[src/rtl/cd_rx_pkg.sv]
// Shared definitions for the receive-frame assembler: FSM encoding, error causes,
// header byte positions and counter widths.
package cd_rx_pkg;

  typedef enum logic [1:0] {
    INIT = 2'd0,
    RECV = 2'd1,
    DONE = 2'd2
  } rx_state_t;

  localparam logic [1:0] ERR_NONE       = 2'd0;
  localparam logic [1:0] ERR_CRC        = 2'd1;
  localparam logic [1:0] ERR_INCOMPLETE = 2'd2;
  localparam logic [1:0] ERR_OVERFLOW   = 2'd3;

  localparam int BYTE_CNT_W = 9;
  localparam int STAT_W     = 16;

  localparam logic [BYTE_CNT_W-1:0] IDX_SRC = 9'd0;
  localparam logic [BYTE_CNT_W-1:0] IDX_DST = 9'd1;
  localparam logic [BYTE_CNT_W-1:0] IDX_LEN = 9'd2;

endpackage

[src/rtl/cd_rx_stats.sv]
// Saturating frame statistics (good hand-overs, error pulses, filtered frames).
// Clear has priority over any increment arriving in the same cycle.
module cd_rx_stats
  import cd_rx_pkg::*;
(
  input  logic              clk,
  input  logic              reset_n,
  input  logic              clr,
  input  logic              inc_ok,
  input  logic              inc_err,
  input  logic              inc_drop,
  output logic [STAT_W-1:0] cnt_ok,
  output logic [STAT_W-1:0] cnt_err,
  output logic [STAT_W-1:0] cnt_drop
);

  function automatic logic [STAT_W-1:0] sat_inc(input logic [STAT_W-1:0] v, input logic inc);
    return (inc && (v != '1)) ? v + 1'b1 : v;
  endfunction

  always_ff @(posedge clk or negedge reset_n) begin
    if (!reset_n) begin
      cnt_ok   <= '0;
      cnt_err  <= '0;
      cnt_drop <= '0;
    end else if (clr) begin
      cnt_ok   <= '0;
      cnt_err  <= '0;
      cnt_drop <= '0;
    end else begin
      cnt_ok   <= sat_inc(cnt_ok, inc_ok);
      cnt_err  <= sat_inc(cnt_err, inc_err);
      cnt_drop <= sat_inc(cnt_drop, inc_drop);
    end
  end

endmodule

[src/rtl/cd_rx_frame.sv]
// Receive-frame assembler: address filtering, CRC/length validation, RAM writes and
// buffer hand-over. Define CD_RX_STATS_EN to build the saturating statistics counters.
module cd_rx_frame
  import cd_rx_pkg::*;
#(
  parameter int A_W  = 8,
  parameter int MC_N = 2
) (
  input  logic              clk,
  input  logic              reset_n,
  input  logic [7:0]        filter,
  input  logic [8*MC_N-1:0] filter_mc,
  input  logic [MC_N-1:0]   mc_en,
  input  logic              user_crc,
  input  logic              not_drop,
  input  logic              abort,
  output logic              error,
  output logic [1:0]        err_code,
  input  logic              des_bus_idle,
  input  logic [7:0]        des_data,
  input  logic [15:0]       des_crc_data,
  input  logic              des_data_clk,
  output logic              des_force_wait_idle,
  output logic [7:0]        ram_wr_byte,
  output logic [A_W-1:0]    ram_wr_addr,
  output logic              ram_wr_en,
  output logic [A_W-1:0]    ram_wr_flags,
  output logic              ram_switch,
  input  logic              stats_clr,
  output logic [15:0]       cnt_ok,
  output logic [15:0]       cnt_err,
  output logic [15:0]       cnt_drop
);

  localparam int                    DEPTH_I = 1 << A_W;
  localparam logic [BYTE_CNT_W:0]   DEPTH   = DEPTH_I[BYTE_CNT_W:0];

  rx_state_t             state;
  logic [BYTE_CNT_W-1:0] byte_cnt;
  logic [7:0]            len;
  logic                  drop;
  logic                  overflow;

  logic mc_hit;
  logic promisc;
  logic fits;
  logic last_byte;
  logic idle_end;

  // Received length clipped to what the flags field can carry.
  function automatic logic [A_W-1:0] sat_len(input logic [BYTE_CNT_W:0] n);
    return (n >= DEPTH) ? '1 : n[A_W-1:0];
  endfunction

  function automatic logic [BYTE_CNT_W-1:0] sat_cnt(input logic [BYTE_CNT_W-1:0] c);
    return (c == '1) ? c : c + 1'b1;
  endfunction

  always_comb begin
    mc_hit = 1'b0;
    for (int k = 0; k < MC_N; k++) begin
      if (mc_en[k] && (filter_mc[8*k +: 8] == des_data)) mc_hit = 1'b1;
    end
  end

  assign promisc   = (filter == 8'hff);
  assign fits      = ({1'b0, byte_cnt} < DEPTH);
  assign last_byte = (state == RECV) && des_data_clk && (byte_cnt == ({1'b0, len} + 9'd4));
  assign idle_end  = (state == RECV) && !des_data_clk && des_bus_idle && (byte_cnt >= 9'd2);

  always_ff @(posedge clk or negedge reset_n) begin
    if (!reset_n) begin
      state               <= INIT;
      byte_cnt            <= '0;
      len                 <= '0;
      drop                <= 1'b0;
      overflow            <= 1'b0;
      error               <= 1'b0;
      err_code            <= ERR_NONE;
      des_force_wait_idle <= 1'b0;
      ram_wr_byte         <= '0;
      ram_wr_addr         <= '0;
      ram_wr_en           <= 1'b0;
      ram_wr_flags        <= '0;
      ram_switch          <= 1'b0;
    end else begin
      error               <= 1'b0;
      des_force_wait_idle <= 1'b0;
      ram_wr_en           <= 1'b0;
      ram_switch          <= 1'b0;

      if (abort) begin
        state <= INIT;
      end else begin
        case (state)
          INIT: begin
            byte_cnt            <= '0;
            len                 <= '0;
            drop                <= 1'b0;
            overflow            <= 1'b0;
            des_force_wait_idle <= !des_bus_idle;
            state               <= RECV;
          end

          RECV: begin
            if (des_data_clk) begin
              byte_cnt <= sat_cnt(byte_cnt);
              if (fits) begin
                ram_wr_byte <= des_data;
                ram_wr_addr <= byte_cnt[A_W-1:0];
                ram_wr_en   <= 1'b1;
              end else begin
                overflow <= 1'b1;
              end

              if (!promisc) begin
                if ((byte_cnt == IDX_SRC) && (des_data == filter)) drop <= 1'b1;
                if ((byte_cnt == IDX_DST) && (des_data != filter) && (des_data != 8'hff) && !mc_hit)
                  drop <= 1'b1;
              end
              if (byte_cnt == IDX_LEN) len <= des_data;

              // The current strobe may itself be the first one past the buffer end.
              if (last_byte) begin
                state <= DONE;
                if (!drop) begin
                  if (overflow || !fits) begin
                    error    <= 1'b1;
                    err_code <= ERR_OVERFLOW;
                    if (not_drop) begin
                      ram_wr_flags <= '1;
                      ram_switch   <= 1'b1;
                    end
                  end else if ((des_crc_data != 16'h0) && !user_crc) begin
                    error    <= 1'b1;
                    err_code <= ERR_CRC;
                    if (not_drop) begin
                      ram_wr_flags <= sat_len({1'b0, byte_cnt} + 10'd1);
                      ram_switch   <= 1'b1;
                    end
                  end else begin
                    ram_wr_flags <= '0;
                    ram_switch   <= 1'b1;
                  end
                end
              end
            end else if (des_bus_idle && (byte_cnt == 9'd1)) begin
              state <= DONE;
            end else if (idle_end) begin
              state <= DONE;
              if (!drop) begin
                error    <= 1'b1;
                err_code <= ERR_INCOMPLETE;
                if (not_drop) begin
                  ram_wr_flags <= sat_len({1'b0, byte_cnt});
                  ram_switch   <= 1'b1;
                end
              end
            end
          end

          default: state <= INIT;
        endcase
      end
    end
  end

`ifdef CD_RX_STATS_EN
  logic drop_end;

  always_ff @(posedge clk or negedge reset_n) begin
    if (!reset_n) drop_end <= 1'b0;
    else          drop_end <= !abort && drop && (last_byte || idle_end);
  end

  // Errored hand-overs always coincide with an error pulse, so ok excludes them.
  cd_rx_stats u_stats (
    .clk      (clk),
    .reset_n  (reset_n),
    .clr      (stats_clr),
    .inc_ok   (ram_switch && !error),
    .inc_err  (error),
    .inc_drop (drop_end),
    .cnt_ok   (cnt_ok),
    .cnt_err  (cnt_err),
    .cnt_drop (cnt_drop)
  );
`else
  logic unused_stats_clr;

  assign unused_stats_clr = stats_clr;
  assign cnt_ok           = '0;
  assign cnt_err          = '0;
  assign cnt_drop         = '0;
`endif

endmodule

[config.mk]
export PLATFORM = sky130hd
export DESIGN_NAME = cd_rx_frame
export DESIGN_NICKNAME = d
export VERILOG_FILES = /design/src/rtl/cd_rx_pkg.sv /design/src/rtl/cd_rx_stats.sv /design/src/rtl/cd_rx_frame.sv
export SDC_FILE = /design/constraint.sdc
export NUM_CORES = 1
export LEC_CHECK = 0
export ABC_AREA = 1
export CORE_MARGIN = 4
export CORE_UTILIZATION = 31
export CTS_CLUSTER_DIAMETER = 80
export CTS_CLUSTER_SIZE = 20
export DETAILED_ROUTE_END_ITERATION = 10
export PLACE_DENSITY_LB_ADDON = 0.2
export SLEW_MARGIN = 20
export SYNTH_ARGS = -nofsm -noshare
export SYNTH_HDL_FRONTEND = slang
export SYNTH_SLANG_ARGS = --single-unit
export TNS_END_PERCENT = 10
[constraint.sdc]
create_clock -name clk -period 2.55 [get_ports clk]
set_clock_uncertainty 0.15 [all_clocks]
set_input_delay 0.6375 -clock clk [delete_from_list [all_inputs] [get_ports clk]]
set_output_delay 0.6375 -clock clk [all_outputs]
set_load 0.05 [all_outputs]
==> results of run 1 <==
registers in the layout (all words and copies together), names as in the netlist:
register             flops
byte_cnt                 9
ram_wr_addr              8
error                    1
ram_wr_flags             8
ram_wr_en                1
ram_switch               1
drop                     1
len                      8
des_force_wait_idle      1
err_code                 2
overflow                 1
state                    2
ram_wr_byte              8
synth_stat cells, drive strengths merged:
master and number:
nand2 162, nor2 64, inv 62, buf 57, dfrtp 51, nand3 33, o21ai 29, nand4 17
xor2 12, o22ai 9, a21oi 6, ha 6, clkbuf 5, xnor2 4, nor3 3, a21boi 2
and2 1, clkinv 1, conb 1, o21bai 1, o31ai 1, or2 1
final timing paths:
| check | endpoint | slack [ns] | depth (start not counted) |
|---|---|---|---|
| worst max-delay path | ram_wr_byte[1] | 0.30 | 1 |
| worst min-delay path | ram_wr_addr[2] | 0.23 | 1 |
| worst max register to register | ram_wr_flags[3] | 0.34 | 11 |
| worst min register to register | ram_wr_flags[7] | 0.32 | 2 |
| max in group asynchronous | err_code[1] | 1.39 | 2 |
| min in group clk | ram_wr_flags[7] | 0.32 | 2 |
report_power, final:
part           switching, mW  total, mW  leakage [nW]  internal, mW
Sequential             0.152       1.20         0.675          1.05
Combinational           1.42       2.11          1.63         0.686
Clock                  0.295      0.688        0.0741         0.393
routing by layer:
metal / wire (µm) / track usage / vias up
met5: 0 / 0 / -
met4: 152 / 0.0405 / 0
met3: 473 / 0.0201 / 10
met2: 4990 / 0.262 / 92
met1: 4110 / 0.179 / 1558
li1: - / - / 1743
metrics by stage:
| step | hold WS, ns | util | cells | instance area, µm² |
|---|---|---|---|---|
| floorplan | 0.192 | - | 575 | 3860 |
| global placement | 0.309 | 0.397 | 758 | 4570 |
| detailed placement | 0.309 | 0.397 | 758 | 4570 |
| CTS | 0.265 | 0.410 | 766 | 4720 |
| global route | 0.288 | 0.410 | 766 | 4720 |
| finish | 0.235 | 0.410 | 766 | 4720 |
cell type report:
cell class	instances	share of cell area
Clock buffer	7	0.0302
Timing Repair Buffer	102	0.207
Clock inverter	1	0.00185
Inverter	63	0.0511
Sequential cell	51	0.270
Tap cell	143	0.0379
Multi-Input combinational cell	399	0.402
logic make-up (layout without fill, tap and decap cells):
kind of cell | after synthesis | after routing
buffers and inverters | 125 | 173
AO/OA/AOI/OAI | 48 | 48
other | 1 | 48
flip-flops | 51 | 51
XOR/XNOR | 16 | 16
AND/OR/NAND/NOR | 281 | 281
adder cells (fa/ha/maj) | 6 | 6
==> results.json, run 1 <==
{
  "status": "finished clean",
  "ys_ff_latch": 51,
  "final-setup-viol-count": 0,
  "max-vdd-ir-drop_mv": 0.327,
  "die_width_um": 117,
  "cts_max_level": 2,
  "num_vias": 3403,
  "netlist_area_um2": 3690,
  "ys_types": 35,
  "rsz0062_at_grt": "false",
  "fin_crit_ns": 2.25,
  "fill_cells": 1230,
  "fin_crit_sh": 0.883,
  "cp_max_fo": 2,
  "synth_top_area_frac": 0.346,
  "cts_root_buf": "clkbuf_16",
  "postCtsSetupBuffers": 0,
  "setup_tns_ns": 0,
  "final-seq-area_um2": 1280,
  "die_area_um2": 13700,
  "seq_area_frac_synth": 0.346,
  "relSlewSlack": 0.551,
  "total_power_mw": 4.00,
  "synth.area.top_cells": "dfrtp_1, nand2_1, buf_4",
  "yosys-mux-area-fraction": 0,
  "io_pins": 136,
  "maxCapViolations": 0,
  "slowest_stage": "clkdlybuf4s50_1",
  "r2r-start": "byte_cnt[2]",
  "finalMaxSlewViolations": 0,
  "power_leakage_nw": 2.38,
  "ant_nets": 0,
  "post-route-drc-count": 0,
  "viasPerCell": 4.44,
  "arrival_ns": 1.46,
  "hold_violations": 0,
  "insertion_delay_ns": 0.29,
  "synthCells": 528,
  "grt_pass1_vias": 3323,
  "diodes": 0,
  "synth-simple-area-share": 0.330,
  "wire_per_inst_um": 12.7,
  "worst_slew_pin_slew_ns": 0.674,
  "drt-pass1-iter-count": 4,
  "die_h_um": 117,
  "grt_start_max_net_pins": 31,
  "start_kind": "register",
  "cts_resized": 0,
  "cts.path.max_buffers": 2,
  "cts_sinks": 51,
  "drt-initial-drc-count": 144,
  "routabilityCongestion": 0.862,
  "hold_class": "input pin to async pin",
  "grt_pass1_wl_mm": 15.8,
  "synth_area_leader_cell": "dfrtp_1",
  "initial_core_util": 0.320,
  "numCtsBuffers": 5,
  "crit_type": "register to primary output",
  "dp_slack_ns": 0.0421,
  "cts_tree": "done",
  "dpl.hpwl_mm": 7.95,
  "cpPeakStageDelay_ns": 0.81,
  "powerDensity_nw_per_um2": 846,
  "multi_input_area_um2": 1900,
  "cp-end-kind": "primary output",
  "port_buffers": 86,
  "final_common_cell": "nand2_1",
  "drive_above_1_share": 0.0883,
  "synth_compound_area_frac": 0.0777,
  "required_ns": 1.76,
  "overflow": 0,
  "routed_wl_mm": 9.73,
  "path_buf_inv": 1,
  "cp_cell_sequence": "clkdlybuf4s50_1",
  "antenna_found_initial": 0,
  "core_area_um2": 11500,
  "nNetsFinal": 686,
  "startpoint": "ram_wr_byte[1]",
  "yosysWarnings": 0,
  "synth_top_family_by_area": "simple AND/OR/NAND/NOR gates",
  "syn_area_per_cell_um2": 6.99,
  "max_freq_ghz": 0.444,
  "syn2layout_area_growth_pct": 28.0,
  "setup_slack_ns": 0.298,
  "yosys.area_share.xor_xnor": 0.0380,
  "path_clk_slew_ns": 0.07,
  "synthAdderAreaFrac": 0.0204,
  "row_count": 39,
  "crit_family": "buffers and inverters",
  "final_cell_mix": "nand2_1, clkdlybuf4s50_1, nor2_1, inv_1, dfrtp_1",
  "ctsHoldBuffers": 0,
  "grt_usage": 0.145
}
Note: power is estimated with default switching activity, not from simulation.
==> run 2: changes to the inputs <==
- clock period: 2.55 -> 2.2 ns (I/O delays scaled with it)
==> run 2 against run 1 <==
  * Critical endpoint is now ram_wr_en
  * Count of clock-buffer cells in the layout down 1
  * Die area unchanged
  * Worst setup slack lost 0.20 ns
  * Routed wire length rose by 2.2%
  * Final cell count increased by 3.5%
  * Power is 16% higher
  * Sequential share of layout area shrank 1.0 points
==> results.json, run 2 (synthesis gave the netlist of run 1 again) <==
{
  "core_area_um2": 11500,
  "powerDensity_nw_per_um2": 948,
  "cts_max_level": 2,
  "cp_max_fo": 1,
  "power_leakage_nw": 2.57,
  "finalMaxSlewViolations": 0,
  "final-setup-viol-count": 0,
  "drt-pass1-iter-count": 4,
  "drt-initial-drc-count": 121,
  "ant_nets": 0,
  "wire_per_inst_um": 12.5,
  "crit_family": "buffers and inverters",
  "row_count": 39,
  "numCtsBuffers": 5,
  "port_buffers": 86,
  "grt_start_max_net_pins": 52,
  "largest-register": "byte_cnt",
  "insertion_delay_ns": 0.29,
  "ctsHoldBuffers": 0,
  "diodes": 0,
  "cts_root_buf": "clkbuf_16",
  "syn2layout_area_growth_pct": 32.9,
  "cts_tree": "done",
  "arrival_ns": 1.41,
  "use_met1": 0.188,
  "crit_type": "register to primary output",
  "grt_util_met2": 0.260,
  "total_power_mw": 4.65,
  "antenna_found_initial": 0,
  "fin_crit_ns": 2.11,
  "cts_sinks": 51,
  "grt.busiest_layer": "met2",
  "post-route-util": 0.426,
  "cp-end-kind": "primary output",
  "grtUsageMet3": 0.0149,
  "num_vias": 3486,
  "drive_above_1_share": 0.174,
  "max-vdd-ir-drop_mv": 0.483,
  "cp_cell_sequence": "clkdlybuf4s50_1",
  "largest_reg_flops": 9,
  "die_width_um": 117,
  "required_ns": 1.50,
  "fin_crit_sh": 0.958,
  "overflow": 0,
  "routed_wl_mm": 9.94,
  "hold_violations": 0,
  "die_h_um": 117,
  "initial_core_util": 0.320,
  "grt_usage": 0.148,
  "hold_class": "input pin to async pin",
  "grt_pass1_wl_mm": 16.3,
  "die_area_um2": 13700,
  "cts.path.max_buffers": 2,
  "path_buf_inv": 1,
  "io_pins": 136,
  "final_cell_mix": "nand2_1, buf_4, nor2_1, clkdlybuf4s50_1, inv_1",
  "post-route-drc-count": 0,
  "status": "finished clean",
  "dpl.hpwl_mm": 7.99,
  "viasPerCell": 4.40,
  "cpPeakStageDelay_ns": 0.79,
  "maxCapViolations": 0,
  "routabilityCongestion": 0.866,
  "max_freq_ghz": 0.475,
  "final_common_cell": "nand2_1",
  "slowest_stage": "clkdlybuf4s50_1",
  "nNetsFinal": 713,
  "start_kind": "register",
  "grt_pass1_vias": 3395,
  "path_clk_slew_ns": 0.07
}
## run 2: cell count changes in the layout (fill, tap and decap cells not counted), sizes merged
cell           previous run  this run
buf                      17        73
clkbuf                    7         6
clkdlybuf4s50            85        56
clkinvlp                  0         1
## run 2: path summary, 6_finish.rpt
kind                       depth (start not counted)  slack (ns)              end             from
max                                                1        0.09        ram_wr_en        ram_wr_en
min                                                2        0.09   ram_wr_addr[2]          reset_n
max reg2reg                                       10        0.16  ram_wr_flags[1]      byte_cnt[0]
min reg2reg                                        2        0.33  ram_wr_flags[1]  ram_wr_flags[1]
max in group asynchronous                          2        1.57           len[4]          reset_n
min in group clk                                   2        0.33  ram_wr_flags[1]  ram_wr_flags[1]
## run 2: metal layers
layer / wire length, µm / up-vias
li1: - / 1799
met1: 4300 / 1591
met2: 5030 / 86
met3: 428 / 10
met4: 177 / 0
met5: 0 / -
## run 2: metrics by stage
| step | instance area [µm²] | cells | worst slack [ns] | TNS, ns | hold slack (ns) |
|---|---|---|---|---|---|
| floorplan | 3860 | 575 | 0.245 | 0 | 0.104 |
| global placement | 4720 | 784 | -0.134 | -1.64 | 0.311 |
| detailed placement | 4720 | 784 | -0.162 | -1.95 | 0.311 |
| CTS | 4860 | 792 | 0.0766 | 0 | 0.110 |
| global route | 4900 | 793 | -0.00727 | -0.00727 | 0.125 |
| finish | 4900 | 793 | 0.0934 | 0 | 0.0928 |
## run 2: power by group
group / leakage [nW] / internal, mW / switching [mW]
Clock: 0.0669 / 0.421 / 0.349
Combinational: 1.83 / 0.811 / 1.68
Sequential: 0.675 / 1.22 / 0.176
## run 2: timing repair
item,4_1_cts,5_1_grt
setup endpoints to repair,0,15
hold endpoints to repair,0,0
gates resized for setup,0,5
buffers inserted,0,1
## run 2: layout make-up
cell class              instances  area (µm²)
well taps                     143         179
flip-flops and latches         51        1280
multi-input cells             399        1920
inverters                      63         241
repair buffers                129        1150
fillers                      1215        6610
clock buffers                   6         129
clock inverters                 2        12.5
==> run 3: changes to the inputs <==
- HOLD_SLACK_MARGIN: not set -> 0.12
==> run 3 against run 2 <==
  * Utilization grew 0.087 points
  * Die area stayed put
  * Sequential share of layout area shrank 0.053 points
  * Routed wire length down 0.13%
  * Clock power about the same
  * Design area rose by 0.20%
  * Via count fell by 0.11%
  * Count of clock-buffer cells in the layout stayed put
  * Register-to-register slack about the same
  * Maximum frequency about the same
  * Worst setup slack about the same
  * Highest routed layer unchanged
==> results.json, run 3 (synthesis gave the netlist of run 1 again) <==
{
  "status": "finished clean",
  "crit_family": "buffers and inverters",
  "finalMaxSlewViolations": 0,
  "final_cell_mix": "nand2_1, buf_4, nor2_1, clkdlybuf4s50_1, inv_1",
  "hold_violations": 0,
  "grt_pass1_wl_mm": 16.3,
  "grt_start_max_net_pins": 52,
  "drt-initial-drc-count": 116,
  "max-vdd-ir-drop_mv": 0.483,
  "cp-end-kind": "primary output",
  "slowest_stage": "clkdlybuf4s50_1",
  "path_buf_inv": 1,
  "crit_type": "register to primary output",
  "wire_per_inst_um": 12.5,
  "io_pins": 136,
  "final-seq-area_um2": 1280,
  "cp_max_fo": 1,
  "arrival_ns": 1.41,
  "r2r_cells": 10,
  "routabilityCongestion": 0.866,
  "die_area_um2": 13700,
  "required_ns": 1.50,
  "dpl.hpwl_mm": 7.99,
  "cts_sinks": 51,
  "cts_max_level": 2,
  "final-setup-viol-count": 0,
  "cts_root_buf": "clkbuf_16",
  "viasPerCell": 4.39,
  "final_common_cell": "nand2_1",
  "port_buffers": 86,
  "holdPathEnd": "ram_wr_flags[1]",
  "setup_slack_ns": 0.0934,
  "routed_wl_mm": 9.93,
  "place_area_um2": 4720,
  "total_power_mw": 4.65,
  "initial_core_util": 0.320,
  "path_clk_slew_ns": 0.07,
  "hold_class": "register to register",
  "grt_pass1_vias": 3407,
  "cts.path.max_buffers": 2,
  "die_h_um": 117,
  "post-route-drc-count": 0,
  "nNetsFinal": 714,
  "num_vias": 3482,
  "cp_cell_sequence": "clkdlybuf4s50_1",
  "fill_cells": 1214,
  "worstHoldStart": "ram_wr_flags[1]",
  "antenna_found_initial": 0,
  "reg2reg_to": "ram_wr_flags[1]",
  "r2r_slack_ns": 0.16,
  "core_area_um2": 11500,
  "overflow": 0,
  "fin_area_um2": 4910,
  "powerDensity_nw_per_um2": 947,
  "fin_crit_ns": 2.11,
  "r2r-start": "byte_cnt[0]",
  "multi_input_area_um2": 1920,
  "ant_nets": 0,
  "cpPeakStageDelay_ns": 0.79,
  "max_freq_ghz": 0.475,
  "diodes": 0,
  "drt-pass1-iter-count": 4,
  "numCtsBuffers": 5,
  "insertion_delay_ns": 0.29,
  "dp_slack_ns": -0.162,
  "grt_usage": 0.148,
  "row_count": 39,
  "maxCapViolations": 0,
  "power_leakage_nw": 2.57,
  "largest_reg_flops": 9,
  "post-route-util": 0.427,
  "fin_crit_sh": 0.958,
  "drive_above_1_share": 0.174,
  "cts_tree": "done",
  "start_kind": "register",
  "die_width_um": 117,
  "whs_path_depth": 2,
  "largest-register": "byte_cnt",
  "syn2layout_area_growth_pct": 33.2
}
## run 3: cell count changes in the layout (fill, tap and decap cells not counted)
cell,previous run,this run
dlygate4sd3_1,0,1
## run 3: stage by stage
stage / instances / hold slack (ns) / setup TNS, ns
2_1_floorplan: 575 / 0.104 / 0
3_3_place_gp: 784 / 0.311 / -1.64
3_5_place_dp: 784 / 0.311 / -1.95
4_1_cts: 793 / 0.328 / 0
5_1_grt: 794 / 0.355 / -0.00727
6_report: 794 / 0.326 / 0
## run 3: routing by layer
metal / up-vias / wire length [µm] / track usage
met5: - / 0 / 0
met4: 0 / 177 / 0.0535
met3: 10 / 391 / 0.0149
met2: 79 / 5030 / 0.261
met1: 1593 / 4330 / 0.188
li1: 1800 / - / -
## run 3: how the worst max path moves through the flow
| stage | to | cells past startpoint | start |
|---|---|---|---|
| final | ram_wr_en | 1 | ram_wr_en |
| after global routing | ram_wr_flags[1] | 12 | byte_cnt[0] |
| after detailed placement | len[1] | 7 | des_data_clk |
| after global placement | len[1] | 7 | des_data_clk |
| after CTS | ram_wr_en | 1 | ram_wr_en |
| after floorplan | ram_wr_flags[3] | 12 | byte_cnt[0] |
## run 3: report_power, final
part	switching, mW	leakage (nW)	internal [mW]
Sequential	0.176	0.675	1.21
Clock	0.349	0.0669	0.421
Combinational	1.68	1.83	0.813
## run 3: timing repair
item,CTS,global route
endpoints found under the setup margin,0,15
hold endpoints to repair,51,0
buffers inserted,0,1
hold buffers,1,0
resized for setup,0,5
## run 3: cell type report
class	instances	area share
Clock buffer	6	0.0262
Clock inverter	2	0.00255
Inverter	63	0.0491
Multi-Input combinational cell	399	0.390
Sequential cell	51	0.260
Tap cell	143	0.0364
Timing Repair Buffer	130	0.236
## run 3: tightest hold or removal path, delay by kind of cell, from the launching register on
| kind | cells | cell delay, ns |
|---|---|---|
| and+or+nand+nor | 2 | 0.10 |
| DFF | 1 | 0.34 |
